==> src/rtl/cos_pkg.sv <==
// Shared types and constants for the Q8.8 Taylor-series cosine unit.
// Holds the controller state encoding and the datapath strobe bundle.
package cos_pkg;

    typedef enum logic [2:0] {
        S_IDLE,
        S_LOAD,
        S_MULX1,
        S_MULX2,
        S_MULC,
        S_CHECK,
        S_ACC,
        S_DONE
    } cos_state_t;

    localparam logic [15:0] COS_ONE             = 16'h0100;
    localparam int          COS_MAX_TERMS_LIMIT = 8;

    typedef struct packed {
        logic ldx;
        logic ld0cnt;
        logic ld1;
        logic xsel;
        logic rsel;
        logic ldt;
        logic ldr;
        logic en;
        logic addsub;
        logic inccnt;
    } cos_strobe_t;

    // Strobes implied by a state alone; addsub depends on the term parity
    // and is filled in by the controller.
    function automatic cos_strobe_t cos_decode(input cos_state_t s);
        cos_strobe_t w;
        w = '0;
        case (s)
            S_LOAD: begin
                w.ldx    = 1'b1;
                w.ld0cnt = 1'b1;
                w.ld1    = 1'b1;
            end
            S_MULX1, S_MULX2: begin
                w.xsel = 1'b1;
                w.ldt  = 1'b1;
            end
            S_MULC: begin
                w.rsel = 1'b1;
                w.ldt  = 1'b1;
            end
            S_ACC: begin
                w.ldr    = 1'b1;
                w.en     = 1'b1;
                w.inccnt = 1'b1;
            end
            default: w = '0;
        endcase
        return w;
    endfunction

endpackage

==> src/rtl/cos_ctrl.sv <==
// Moore sequencer for the cosine datapath: multiply x, multiply x, multiply
// coefficient, compare, accumulate, until the term falls below y or the limit.
module cos_ctrl
    import cos_pkg::*;
#(
    parameter int MAX_TERMS = 8
) (
    input  logic       clk,
    input  logic       rst,
    input  logic       start,
    input  logic       abort,
    input  logic       TLTY,
    input  logic       repcnt0,
    output logic       ldx,
    output logic       ld0cnt,
    output logic       ld1,
    output logic       xsel,
    output logic       rsel,
    output logic       ldt,
    output logic       ldr,
    output logic       en,
    output logic       addsub,
    output logic       inccnt,
    output logic       busy,
    output logic       done,
    output logic [3:0] terms
);

    localparam logic [3:0] MAX_TERMS_W = 4'(MAX_TERMS);

    cos_state_t  state_q, state_d;
    cos_strobe_t strb_q, strb_d;
    logic        busy_q, busy_d;
    logic        done_q, done_d;
    logic [3:0]  terms_q, terms_d;

    always_comb begin
        state_d = state_q;
        terms_d = terms_q;
        case (state_q)
            S_IDLE:  if (start) state_d = S_LOAD;
            S_LOAD:  state_d = S_MULX1;
            S_MULX1: state_d = S_MULX2;
            S_MULX2: state_d = S_MULC;
            S_MULC:  state_d = S_CHECK;
            S_CHECK: state_d = TLTY ? S_ACC : S_DONE;
            S_ACC:   state_d = (terms_q + 4'd1 == MAX_TERMS_W) ? S_DONE : S_MULX1;
            S_DONE:  state_d = S_IDLE;
            default: state_d = S_IDLE;
        endcase

        if (state_q != S_IDLE && abort)
            state_d = S_IDLE;

        // The ACC strobes fire at this edge even when aborted, so the
        // accumulate did happen and is counted.
        if (state_q == S_IDLE && state_d == S_LOAD)
            terms_d = 4'd0;
        else if (state_q == S_ACC)
            terms_d = terms_q + 4'd1;

        // Outputs are decoded from the next state and registered, so they
        // line up with the state they belong to without an input-to-output path.
        // repcnt0 is stable from CHECK into ACC (it only moves on inccnt).
        strb_d        = cos_decode(state_d);
        strb_d.addsub = (state_d == S_ACC) && repcnt0;
        busy_d        = (state_d != S_IDLE);
        done_d        = (state_d == S_DONE);
    end

    always_ff @(posedge clk) begin
        if (!rst) begin
            state_q <= S_IDLE;
            strb_q  <= '0;
            busy_q  <= 1'b0;
            done_q  <= 1'b0;
            terms_q <= 4'd0;
        end else begin
            state_q <= state_d;
            strb_q  <= strb_d;
            busy_q  <= busy_d;
            done_q  <= done_d;
            terms_q <= terms_d;
        end
    end

    assign ldx    = strb_q.ldx;
    assign ld0cnt = strb_q.ld0cnt;
    assign ld1    = strb_q.ld1;
    assign xsel   = strb_q.xsel;
    assign rsel   = strb_q.rsel;
    assign ldt    = strb_q.ldt;
    assign ldr    = strb_q.ldr;
    assign en     = strb_q.en;
    assign addsub = strb_q.addsub;
    assign inccnt = strb_q.inccnt;
    assign busy   = busy_q;
    assign done   = done_q;
    assign terms  = terms_q;

endmodule

==> config.mk <==
export PLATFORM = sky130hd
export DESIGN_NAME = cos_ctrl
export DESIGN_NICKNAME = d
export VERILOG_FILES = /design/src/rtl/cos_pkg.sv /design/src/rtl/cos_ctrl.sv
export SDC_FILE = /design/constraint.sdc
export NUM_CORES = 1
export LEC_CHECK = 0
export CORE_MARGIN = 2
export CORE_UTILIZATION = 25
export CTS_CLUSTER_SIZE = 30
export DETAILED_ROUTE_END_ITERATION = 8
export GPL_ROUTABILITY_DRIVEN = 0
export HOLD_SLACK_MARGIN = 0.15
export PLACE_DENSITY = 0.44
export SLEW_MARGIN = 20
export SYNTH_ARGS = -nofsm -noshare
export SYNTH_HDL_FRONTEND = slang
export SYNTH_SLANG_ARGS = --single-unit
==> constraint.sdc <==
create_clock -name clk -period 1.6 [get_ports clk]
set_clock_uncertainty 0.05 [all_clocks]
set_input_delay 0.4 -clock clk [delete_from_list [all_inputs] [get_ports clk]]
set_output_delay 0.4 -clock clk [all_outputs]
set_load 0.02 [all_outputs]
==> run_results.csv <==
group,metric,value,unit
run,maxCapViolations,0,
synth,yosys.area.top_type,"dfxtp_1",
clocking,cts_hold_buffers,0,
place,dp.cells,127,
synth,synth_nets,79,
synth,synthArstFlopShare,0,
clocking,cts_resized,16,
synth,yosysMostFrequentCell,"dfxtp_1",
final_layout,post-route-util,0.364,
synth,yosysSeqAreaShare,0.414,
synth,synth_commonest_cells,"dfxtp_1 (15), nor2_1 (6), nand2_1 (5)",
final_layout,n_antenna_cell,0,
final_layout,stdcell_area,0.00100,mm²
synth,yosys.cell_types.count,29,
pwr,p_int,539,µW
setup_path,path_buf_inv,1,
sta,min_period_over_period,0.943,
global_route,grt.overflow.total,0,
global_route,grt_pass1_vias,501,
synth,synth_ff_type,"dfxtp_1",
clocking,clkLatencyLatePin,0.28,ns
clocking,clockBufferDepth,2,
routing,vias_per_cell,4.25,
min_path,min_path_type,"reg -> reg",
outcome,status,"finished clean",
setup_path,cp_top_family,"flip-flops",
setup_path,cp.arrival,1.06,ns
floorplan,io_pins,22,
final_layout,final_cells,131,
setup_path,cpMaxStageDelayCell,"dfxtp_1",
global_route,grt_max_degree,9,
sta,hold_ws,0.540,ns
floorplan,start_util,0.263,
pwr,p_leak,0.508,nW
routing,ant_nets,0,
synth,ys_warn_count,0,
routing,drc,0,
setup_path,path_cells,"dlygate4sd2_1",
clocking,cts_tree,"done",
sta,fin_crit,1.51,ns
place,post_dp_cell_area,997,µm²
floorplan,row_count,19,
pwr,swShare,0.257,
routing,num_vias,557,
pwr,p_comb_frac,0.162,
synth,netlist_area,726,µm²
final_layout,fin_nets,109,
place,hpwl,1.07,mm
setup_path,crit_type,"reg -> out",
pwr,clkPwrFrac,0.293,
synth,synth.area.top_cells,"dfxtp_1 (41%), xor2_1 (4.8%), buf_4 (4.1%)",
setup_path,crit_fanout,6,
synth,synth.top_cell.area_share,0.414,
clocking,clock_sinks,15,
global_route,gr-usage-all-layers,0.0882,
routing,drtIter0Drc,7,
synth,synth-edff-count,0,
sta,rsz0062_at_grt,"false",
floorplan,die_x,57.9,µm
synth,synth-seq-cells,15,
pwr,peakVddDrop,0.375,mV
global_route,antenna_found_initial,0,
pwr,power_frac_seq,0.545,
global_route,grt_pass1_wl,2.17,mm
sta,timing.slew.headroom,0.779,
synth,netlist_instances,71,
setup_path,crit_required,1.15,ns
floorplan,fp.dieH,57.9,µm
floorplan,core_area,0.00276,mm²
routing,wl_per_cell,10.2,µm
routing,wirelength,1.34,mm
clocking,cts_setup_buffers,0,
floorplan,die_area,0.00335,mm²
clocking,clkTransAtPathRegs,0.09,ns
setup_path,critPathCaptureType,"primary output",
sta,fmax,0.663,GHz
synth,syn_avg_cell_area,10.2,µm²
clocking,root_buffer,"clkbuf_4",
routing,dr.pass1.iters,3,
setup_path,critPathLaunchType,"flop",
sta,slew_violations,0,
sta,hold_violations,0,
sta,worstMarginPinSlew,0.329,ns
sta,finalSetupViolations,0,
pwr,powerDensity,723,mW/mm²
final_layout,drive_above_1_share,0.190,
setup_path,max_stage_delay,0.42,ns
pwr,p_switching,186,µW
clocking,cts_inserted_buffers,3,
place,portBuffers,21,
clocking,htreeDepth,1,
final_layout,area_delta_synth_final,38.3,%
==> flip-flops by register name, indices dropped and copies added, names as in the netlist <==
name and cells:
terms 4, state_q 3, addsub 1, busy 1
done 1, ldr 1, ldt 1, ldx 1
rsel 1, xsel 1
==> power groups by stage <==
stage	sequential [mW]	clock, mW	combinational (mW)
detailed placement	0.405	0	0.129
global placement	0.405	0	0.131
finish	0.395	0.213	0.118
global route	0.397	0.248	0.129
floorplan	0.412	0	0.0704
CTS	0.395	0.229	0.119
==> area by class of cell <==
type                       instances  area (µm²)
clock buffer                       4        26.3
fill                             303        1750
inverter                           4        15.0
multi-input combinational         46         358
sequential                        15         300
tap                               31        38.8
timing repair buffer              31         265
==> worst paths after layout <==
check / from / endpoint / slack, ns / depth (start not counted)
min: terms[0]$_SDFFE_PP0P_ / terms[0]$_SDFFE_PP0P_ / 0.54 / 2
max: terms[1]$_SDFFE_PP0P_ / terms[1] / 0.09 / 1
max reg2reg: terms[0]$_SDFFE_PP0P_ / ldt$_SDFF_PN0_ / 0.12 / 5
min reg2reg: terms[0]$_SDFFE_PP0P_ / terms[0]$_SDFFE_PP0P_ / 0.54 / 2
==> per-stage QoR <==
step           setup TNS (ns)  setup WS, ns  power (mW)
3_3_place_gp           -0.385        -0.137       0.535
3_5_place_dp           -0.390        -0.106       0.533
2_1_floorplan               0         0.104       0.483
6_report                    0        0.0907       0.726
5_1_grt                     0        0.0328       0.774
4_1_cts                     0        0.0772       0.743
==> metal layers <==
| metal | wire (µm) | up-vias | share of wire | global-route usage |
|---|---|---|---|---|
| li1 | - | 294 | - | - |
| met1 | 642 | 252 | 0.48 | 0.107 |
| met2 | 623 | 9 | 0.47 | 0.128 |
| met3 | 51 | 2 | 0.038 | 0.0268 |
| met4 | 19 | 0 | 0.014 | 0.0698 |
| met5 | 0 | - | 0 | 0 |
==> layout by cell type (no fill, tap or decap) <==
master,instances
nand4_4,1
and3b_1,1
clkbuf_4,3
a22o_1,1
xnor2_1,2
nand2_1,5
nand4_1,1
o22ai_2,1
mux2i_1,1
and4bb_2,1
a2bb2oi_4,1
buf_4,10
nor4_1,1
and2_1,2
a21oi_1,3
nand3_1,3
clkbuf_1,1
o21ai_1,1
o211a_1,1
ha_1,2
nor2_1,6
dlygate4sd2_1,16
xor2_1,4
clkdlybuf4s50_1,5
nor2b_1,3
nand2b_1,1
a21boi_4,1
a211oi_2,1
inv_1,4
nor3_1,1
dfxtp_1,15
a211oi_1,1
==> cell families after synthesis <==
group / share of synthesized area
adder cells (fa/ha/maj): 0.0345
multiplexers: 0.0138
AND/OR/NAND/NOR: 0.212
XOR/XNOR: 0.0724
flip-flops: 0.414
AO/OA/AOI/OAI: 0.160
buffers and inverters: 0.0931
==> worst register-to-register path, stage by stage, from the launching register on <==
cell and delay, ns:
dfxtp_1 0.35, buf_4 0.15, ha_1 0.23, and4bb_2 0.26, a2bb2oi_4 0.19, a21boi_4 0.19
(Power assumes the default switching activity.)
